**src/rtl/struct_pattern_reg.sv**
```systemverilog
`default_nettype none
// ============================================================================
// Module   : struct_pattern_reg
// Brief    : Packed-struct register. Each accepted update builds the new value
//            field by field from input data, the current value, or a default
//            pattern. Includes a valid/ready handshake, a one-entry output
//            stage and a saturating update counter.
// Revision : 1.0 - initial release
// ============================================================================
module struct_pattern_reg #(
   parameter int                    NFIELDS = 2,
   parameter int                    FW      = 2,
   parameter int                    W       = NFIELDS * FW,
   parameter logic [NFIELDS*FW-1:0] DEFAULT = 'hD,
   parameter int                    CW      = 8
) (
   input  logic               clk,
   input  logic               rst,
   input  logic               clear,
   input  logic               in_valid,
   output logic               in_ready,
   input  logic [W-1:0]       in_data,
   input  logic [NFIELDS-1:0] in_mask,
   input  logic               in_mode,
   output logic               out_valid,
   input  logic               out_ready,
   output logic [W-1:0]       out_data,
   output logic [W-1:0]       state_q,
   output logic [CW-1:0]      upd_cnt
);

   localparam logic [CW-1:0] C_CNT_MAX = '1;

   logic [W-1:0]  r_state;
   logic [W-1:0]  r_out_data;
   logic          r_out_valid;
   logic [CW-1:0] r_cnt;

   logic [W-1:0]  w_new;
   logic          w_accept;
   logic          w_drain;

   // The output slot can take a new value when empty or being drained this
   // cycle; clear and reset block acceptance outright.
   assign in_ready = !rst && !clear && (!r_out_valid || out_ready);
   assign w_accept = in_valid && in_ready;
   assign w_drain  = r_out_valid && out_ready;

   // Per-field merge: masked fields from input, others from state or default.
   for (genvar i = 0; i < NFIELDS; i++) begin : g_field
      assign w_new[i*FW +: FW] = in_mask[i] ? in_data[i*FW +: FW]
                               : (in_mode ? DEFAULT[i*FW +: FW]
                                          : r_state[i*FW +: FW]);
   end

   // Struct state and update counter; clear reloads both to their idle values.
   always_ff @(posedge clk) begin
      if (rst) begin
         r_state <= DEFAULT;
         r_cnt   <= '0;
      end else if (clear) begin
         r_state <= DEFAULT;
         r_cnt   <= '0;
      end else if (w_accept) begin
         r_state <= w_new;
         if (r_cnt != C_CNT_MAX) begin
            r_cnt <= r_cnt + 1'b1;
         end
      end
   end

   // One-entry output stage; a same-cycle drain and accept keeps it full.
   always_ff @(posedge clk) begin
      if (rst) begin
         r_out_data  <= DEFAULT;
         r_out_valid <= 1'b0;
      end else if (w_accept) begin
         r_out_data  <= w_new;
         r_out_valid <= 1'b1;
      end else if (w_drain) begin
         r_out_valid <= 1'b0;
      end
   end

   assign state_q   = r_state;
   assign out_data  = r_out_data;
   assign out_valid = r_out_valid;
   assign upd_cnt   = r_cnt;

endmodule
`default_nettype wire

```
**config.mk**
```make
export PLATFORM = sky130hd
export DESIGN_NAME = struct_pattern_reg
export DESIGN_NICKNAME = d
export VERILOG_FILES = /design/src/rtl/struct_pattern_reg.sv
export SDC_FILE = /design/constraint.sdc
export NUM_CORES = 1
export LEC_CHECK = 0
export CORE_MARGIN = 2
export CORE_UTILIZATION = 38
export CTS_CLUSTER_SIZE = 40
export DETAILED_ROUTE_END_ITERATION = 12
export PLACE_DENSITY = 0.73
export SLEW_MARGIN = 40
export SYNTH_ARGS = -nofsm -noshare
export SYNTH_HDL_FRONTEND = slang
export SYNTH_SLANG_ARGS = --single-unit
export TNS_END_PERCENT = 10
```
**constraint.sdc**
```tcl
create_clock -name clk -period 1.5 [get_ports clk]
set_clock_uncertainty 0.1 [all_clocks]
set_input_delay 0.45 -clock clk [delete_from_list [all_inputs] [get_ports clk]]
set_output_delay 0.45 -clock clk [all_outputs]
set_load 0.005 [all_outputs]
```
Word-level counts from Yosys, hierarchy flattened
Index checks and enable logic that the tools add are counted.
Widths: inputs -> output; s select.
{ "totals": {"register_bits": 17, "in_bits": 12, "out_inout_bits": 18, "word_cells": 23} }
{ "classes": {"n_addsub": 1, "n_eq_ne": 1, "mux": 6, "reduce_logical": 11} }
{ "op_table": {"columns": ["op", "count"], "rows": [
  ["$add 8x1->8 const B", 1],
  ["$mux 2", 4],
  ["$ne 8x8->1 const B", 1],
  ["$logic_and 1x1->1", 4],
  ["$logic_not 1->1", 3],
  ["$mux 1", 2],
  ["$reduce_and 2->1", 1],
  ["$reduce_bool 2->1", 1],
  ["$reduce_or 2->1", 1],
  ["$logic_or 1x1->1", 1]
]} }

Depth between registers and ports, before layout
Gate-level depths: netlist (run 1).
{ "logic_depth": {"depth_word": 5, "mapped_depth": 5, "mapped_depth_nobuf": 5} }

Least setup slack after synthesis (run 1)
No wires, ideal clock.
{ "synth_path": {"path_kind": "input-to-reg", "startpoint": "input port clear", "endpoint": "register r_cnt[5], in the netlist upd_cnt[5]", "setup_time_ps": 116, "t_arrival_ps": 1372, "setup_slack_ps": -88, "stages": 5, "n_path_buf": 1, "path_cell_list": "or2_1 > buf_6 > nor4_4 > o211ai_1 > o211a_1"} }
{ "synth_via": {"elab_chain_cells": 5, "elab_cells_between_ends": 6} }
{ "synth_lines": {"columns": ["element", "line", "source"], "rows": [
  ["from (decl)", "19", "input logic clear,"],
  ["$logic_not 1->1", "45", "assign in_ready = !rst && !clear && (!r_out_valid || out_ready);"],
  ["$logic_and 1x1->1 (2 in a row)", "45", null],
  ["$logic_and 1x1->1", "46", "assign w_accept = in_valid && in_ready;"],
  ["$reduce_and 2->1 (no source line)", null, null],
  ["to (signal assigned)", "67", "r_cnt <= r_cnt + 1'b1;"],
  ["to (decl)", "37", "logic [CW-1:0] r_cnt;"]
]} }
Several ways; a longest one is shown, not always the timed one.
A chain may end at the register's enable or synchronous reset.

Final worst setup path (run 1)
{ "layout_path": {"startpoint": "input port rst", "endpoint": "output port in_ready"} }
{ "layout_via": {"elab_chain_cells": 3} }
{ "layout_lines": {"columns": ["element", "line", "source"], "rows": [
  ["from (decl)", "18", "input logic rst,"],
  ["$logic_not 1->1", "45", null],
  ["$logic_and 1x1->1 (2 in a row)", "45", null],
  ["to (decl)", "21", "output logic in_ready,"]
]} }
Every way passes these cells.

==> impl_metrics.py, run 1 <==
metrics = {
    "layout": {
        "final_core_util_pct": 68.1,
        "drive_gt1_share_pct": 45.8,
        "syn2layout_area_growth_pct": 68.6,
        "final_nets": 156,
        "final_area_um2": 1350,
        "antenna_cells": 0,
    },
    "flow_run": {
        "max_cap_viol_count": 0,
    },
    "detailed_routing": {
        "firstDrtPassIters": 4,
        "drt-initial-drc-count": 15,
        "ant_nets": 0,
        "avgViaCountPerCell": 5.00,
        "drc_errors": 0,
        "vias": 845,
        "routed_wl_mm": 2.11,
        "wl_per_cell_um": 12.5,
    },
    "pwr": {
        "power-per-cell-area_nw_per_um2": 616,
        "finalPower_mw": 0.832,
        "power_leakage_nw": 0.608,
        "irDropWorstVdd_uv": 634,
    },
    "grt": {
        "antenna_found_initial": 0,
        "grt_max_degree": 11,
        "grt_pass1_vias": 878,
        "grt_use_total_pct": 18.9,
        "gr-total-overflow": 0,
        "grt_pass1_wl_mm": 3.60,
    },
    "timing": {
        "fmax_mhz": 630,
        "period_share_pct": 106,
        "timing.setup.tns_ns": -0.121,
        "worst_pin_slew_ns": 0.266,
        "drv_slew": 0,
        "setup_viol": 4,
        "worst_slack_ns": -0.0877,
        "rsz0062_at_grt": "true",
        "finalHoldViolations": 0,
        "slew_headroom_pct": 82.1,
        "layout_min_cycle_time_ns": 1.59,
    },
    "worst_setup_path": {
        "crit_path_end_kind": "output port",
        "path_max_fanout": 2,
        "slowest_delay_ns": 0.25,
        "cp.arrival_ns": 1.04,
        "critPathKind": "in2out",
        "cp-start-kind": "primary input",
        "rrSetupSlack_ns": -0.02,
        "critPathRequiredTime_ns": 0.95,
        "crit_top_cell": "buf_2",
        "slowest_stage": "or2_4",
        "crit_chain": "buf_2, or2_4, nor2_2, buf_2",
    },
    "min_path": {
        "hold_class": "in2reg",
    },
    "clock_network": {
        "htreeDepth": 1,
        "cts_tree": "yes",
        "cts-root-buf": "clkbuf_4",
        "cts.sinks": 17,
        "clk_latency_ns": 0.28,
        "clk_pin_slew_ns": 0.10,
        "cts_buffers": 3,
        "clockBufferDepth": 2,
        "hold_buffers": 0,
    },
    "place": {
        "dpl_worst_slack_ns": -0.824,
        "port_buffers": 29,
        "place_congestion": 0.881,
        "placed_cell_area_um2": 1260,
        "dp_hpwl_mm": 1.55,
    },
    "logic_synthesis": {
        "synthesis.area_um2": 801,
        "synth_top_cell_by_area": "dfxtp_1",
        "yosysUniqueCellTypes": 32,
        "synth.area.top_cells": "dfxtp_1 43%, mux2i_1 5.0%, nor2_1 4.7%",
        "synth_seq_cells": 17,
        "synth_cells": 86,
        "syn_nets": 99,
        "seq_area_frac_synth_pct": 42.5,
        "synth.avg_cell_area_um2": 9.31,
        "synth_top_area_share_pct": 42.5,
        "synth_warnings": 0,
    },
    "floorplan": {
        "start_util_pct": 40.4,
        "die_area_um2": 2490,
        "num_io_pins": 30,
        "die_x_um": 49.9,
        "fp.dieH_um": 49.9,
        "fp-row-count": 16,
        "core_area_um2": 1980,
    },
    "run_status": {
        "violations": "negative setup slack",
        "status": "finished with violations",
    },
}
-- flip-flops by register name, indices dropped and copies added (netlist names) --
signal,flops
out_data,4
out_valid,1
state_q,4
upd_cnt,8
-- repair_timing --
item / CTS / global route
endpoints found under the setup margin: 35 / 9
buffers inserted: 5 / 0
pin swaps: 3 / 4
resized for setup: 58 / 5
hold endpoints to repair: 0 / 0
-- worst paths after layout --
kind | startpoint | to | depth (start not counted)
worst min-delay path | rst | out_valid | 3
worst min register to register | out_data[2] | out_data[2] | 1
worst max register to register | upd_cnt[0] | upd_cnt[2] | 6
worst max-delay path | rst | in_ready | 4
-- power by group --
group	leakage [nW]	switching (mW)	total, mW	internal, mW
combinational	0.452	0.0524	0.125	0.0726
sequential	0.141	0.00632	0.468	0.462
clock	0.0150	0.135	0.238	0.103
-- metrics by stage --
stage,cells,hold slack [ns]
2_1_floorplan,86,0.361
3_3_place_gp,160,0.350
3_5_place_dp,160,0.362
4_1_cts,169,0.358
5_1_grt,169,0.372
6_report,169,0.361
-- per-layer routing --
layer | global-route usage, % | up-vias | wire (um)
li1 | - | 426 | -
met1 | 20.8 | 389 | 918
met2 | 34.2 | 28 | 1070
met3 | 4.24 | 2 | 113
met4 | 8.33 | 0 | 9
met5 | 0 | - | 0
-- cell usage in the layout, fill, tap and decap left out, types with 4 or more instances in the layout --
cell type         n
a211o_1           4
a21oi_1           4
buf_2             4
buf_4            25
clkdlybuf4s50_1   7
dfxtp_2          16
dlygate4sd2_1    18
mux2i_1           4
nand2_1           6
nand3_1           4
nor2_1            8
nor3_1            4
-- cell usage after synthesis --
| library cell | n |
|---|---|
| nand4_1 | 1 |
| o21ai_0 | 1 |
| nor4_4 | 1 |
| nor3_1 | 6 |
| nor2_2 | 1 |
| o211ai_1 | 1 |
| a211oi_2 | 1 |
| a211oi_1 | 1 |
| and3_1 | 1 |
| buf_2 | 1 |
| or2_1 | 1 |
| nand3_1 | 6 |
| a211o_1 | 4 |
| nor2_1 | 10 |
| and2b_2 | 1 |
| o21bai_1 | 1 |
| nand2_1 | 6 |
| ha_1 | 1 |
| o211a_1 | 2 |
| nor2b_1 | 2 |
| a21o_1 | 1 |
| dfxtp_1 | 17 |
| mux2i_1 | 4 |
| buf_6 | 1 |
| nor4_2 | 1 |
| a21oi_1 | 4 |
| nor3b_1 | 1 |
| a311oi_1 | 1 |
| nand2b_1 | 2 |
| nor3_2 | 2 |
| and4bb_1 | 1 |
| inv_1 | 2 |
-- critical path, delay by kind of cell --
kind,cells,cell delay [ns]
and+or+nand+nor,2,0.36
buffers and inverters,2,0.23
-- kinds of logic after synthesis --
logic type	share of synthesized area, %
multiplexers	5.00
AND/OR/NAND/NOR	31.6
AO/OA/AOI/OAI	16.4
flip-flops	42.5
adder cells (fa/ha/maj)	1.56
buffers and inverters	2.97
-- area by class of cell --
type / instances / area (um2)
Fill cell: 178 / 632
Multi-Input combinational cell: 65 / 483
Timing Repair Buffer: 54 / 435
Sequential cell: 17 / 364
Tap cell: 27 / 33.8
Clock buffer: 4 / 26.3
Inverter: 2 / 7.51
No activity file was read; power rests on OpenSTA's default activity.
==> inputs of run 2 (changes only) <==
--- a/config.mk
+++ b/config.mk
@@ -9,7 +9,7 @@
 export CORE_UTILIZATION = 38
 export CTS_CLUSTER_SIZE = 40
 export DETAILED_ROUTE_END_ITERATION = 12
-export PLACE_DENSITY = 0.73
+export PLACE_DENSITY = 0.76
 export SLEW_MARGIN = 40
 export SYNTH_ARGS = -nofsm -noshare
 export SYNTH_HDL_FRONTEND = slang
==> impl_metrics.py, run 2 (synthesis results as in run 1) <==
metrics = {
    "layout": {
        "syn2layout_area_growth_pct": 72.3,
        "largest_reg_flops": 8,
        "final_nets": 156,
        "final_area_um2": 1380,
        "stdcell_count": 169,
        "fillers": 161,
        "final_cell_mix": "25 x buf_4, 17 x dlygate4sd2_1, 14 x dfxtp_2, 8 x nor2_1, 7 x clkdlybuf4s50_1",
        "drive_gt1_share_pct": 47.2,
        "layout_commonest_cell": "buf_4",
        "antenna_cells": 0,
    },
    "worst_setup_path": {
        "slowest_stage": "or2_1",
        "r2r_cells": 6,
        "path_max_fanout": 2,
        "worst-path-buf-inv": 2,
        "crit_family": "simple AND/OR/NAND/NOR gates",
        "rrSetupSlack_ns": -0.01,
        "critPathRequiredTime_ns": 0.95,
        "crit_chain": "buf_2, or2_1, nor2_2, buf_2",
        "cp.depth": 4,
        "r2r_end": "upd_cnt[4]",
        "reg2reg_from": "upd_cnt[0]",
        "cp.arrival_ns": 1.05,
        "crit_top_cell": "buf_2",
        "cp-start-kind": "primary input",
        "slowest_delay_ns": 0.25,
        "critPathKind": "in2out",
        "crit_path_end_kind": "output port",
    },
    "run_status": {
        "status": "finished with violations",
        "violations": "negative setup slack",
    },
    "timing": {
        "setup_viol": 3,
        "worst_slack_ns": -0.104,
        "rsz0062_at_grt": "true",
        "drv_slew": 0,
        "period_share_pct": 107,
        "worst_pin_slew_ns": 0.281,
        "slew_headroom_pct": 81.1,
        "timing.setup.tns_ns": -0.116,
        "hold_slack_ns": 0.369,
        "layout_min_cycle_time_ns": 1.60,
        "finalHoldViolations": 0,
        "fmax_mhz": 623,
    },
    "grt": {
        "grt_pass1_vias": 919,
        "grt_use_total_pct": 19.8,
        "grt_pass1_wl_mm": 3.84,
        "gr-total-overflow": 0,
        "antenna_found_initial": 0,
        "grt_max_degree": 11,
    },
    "pwr": {
        "power_leakage_nw": 0.607,
        "irDropWorstVdd_uv": 513,
        "power-per-cell-area_nw_per_um2": 615,
        "power_frac_clock_pct": 29.7,
        "netSwitchingFraction_pct": 25.3,
        "intPower_mw": 0.633,
        "seq_power_share_pct": 55.0,
        "share_comb_of_total_power_pct": 15.3,
        "p_sw_mw": 0.215,
    },
    "place": {
        "place_congestion": 0.902,
        "port_buffers": 29,
        "numPlacedInstances": 158,
        "dpl_worst_slack_ns": -0.845,
        "dp_hpwl_mm": 1.57,
        "placed_cell_area_um2": 1240,
    },
    "detailed_routing": {
        "drt-initial-drc-count": 10,
        "ant_nets": 0,
        "firstDrtPassIters": 4,
        "avgViaCountPerCell": 5.15,
        "vias": 871,
        "routed_wl_mm": 2.27,
        "wl_per_cell_um": 13.4,
        "drc_errors": 0,
    },
    "min_path": {
        "min_path_cells": 3,
        "min-delay-start": "rst",
        "min_to": "out_valid",
        "hold_class": "in2reg",
    },
    "clock_network": {
        "hold_buffers": 0,
        "cts_buffers": 3,
        "clockBufferDepth": 2,
        "clk_pin_slew_ns": 0.11,
        "clk_latency_ns": 0.29,
        "cts.sinks": 17,
        "htreeDepth": 1,
        "cts-root-buf": "clkbuf_4",
        "cts_tree": "yes",
    },
    "floorplan": {
        "fp.dieH_um": 49.9,
        "die_x_um": 49.9,
        "core_area_um2": 1980,
        "start_util_pct": 40.4,
        "fp-row-count": 16,
        "num_io_pins": 30,
        "die_area_um2": 2490,
    },
    "flow_run": {
        "max_cap_viol_count": 0,
    },
}
[run 2: cell type report]
type                            instances  area, um2  area share (%)
Sequential cell                        17        365            26.5
Inverter                                2       7.51           0.544
Tap cell                               27       33.8            2.45
Multi-Input combinational cell         65        514            37.3
Clock buffer                            3       22.5            1.63
Clock inverter                          1       5.00           0.363
Timing Repair Buffer                   54        432            31.3
[run 2: metrics by stage]
step	util (%)	power, mW
2_1_floorplan	-	0.521
3_3_place_gp	62.8	0.606
3_5_place_dp	62.8	0.609
4_1_cts	68.3	0.854
5_1_grt	69.6	0.897
6_report	69.6	0.848
[run 2: power by group through the flow]
stage	sequential (mW)	combinational, mW	clock, mW
after floorplan	0.481	0.0402	0
after global placement	0.480	0.127	0
after detailed placement	0.480	0.129	0
after CTS	0.467	0.128	0.260
after global routing	0.468	0.141	0.288
final	0.466	0.130	0.252
[run 2: metal layers]
metal / up-vias / global-route usage [%] / share of wire, %
met5: - / 0 / 0
met4: 0 / 10.6 / 1.3
met3: 4 / 3.64 / 3.9
met1: 407 / 24.1 / 45
met2: 29 / 32.7 / 49
li1: 431 / - / -
[run 2: what timing repair did]
action,CTS,global route
endpoints found under the setup margin,34,7
gates resized for setup,63,6
hold endpoints to repair,0,0
setup buffers,6,1
pin swaps,5,2
[run 2: worst max-delay path by stage]
stage	startpoint	slack, ns	endpoint
4_1_cts	out_valid	-0.13	in_ready
5_1_grt	out_valid	-0.15	in_ready
3_5_place_dp	clear	-0.85	in_ready
6_report	rst	-0.10	in_ready
2_1_floorplan	clear	-0.05	upd_cnt[6]
3_3_place_gp	clear	-0.83	in_ready
[run 2: worst register-to-register path, delay by kind of cell (launching register included)]
family | cells | cell delay (ns)
AOI/OAI and AO/OA | 1 | 0.16
adders and majority gates | 1 | 0.15
buffers and inverters | 1 | 0.12
DFF | 1 | 0.34
and+or+nand+nor | 3 | 0.53
==> inputs of run 3 (changes only) <==
--- a/config.mk
+++ b/config.mk
@@ -9,6 +9,7 @@
 export CORE_UTILIZATION = 38
 export CTS_CLUSTER_SIZE = 40
 export DETAILED_ROUTE_END_ITERATION = 12
+export GPL_ROUTABILITY_DRIVEN = 0
 export PLACE_DENSITY = 0.76
 export SLEW_MARGIN = 40
 export SYNTH_ARGS = -nofsm -noshare
==> results of run 3 <==
Final layout, timing and power as in run 2 (identical DEF).
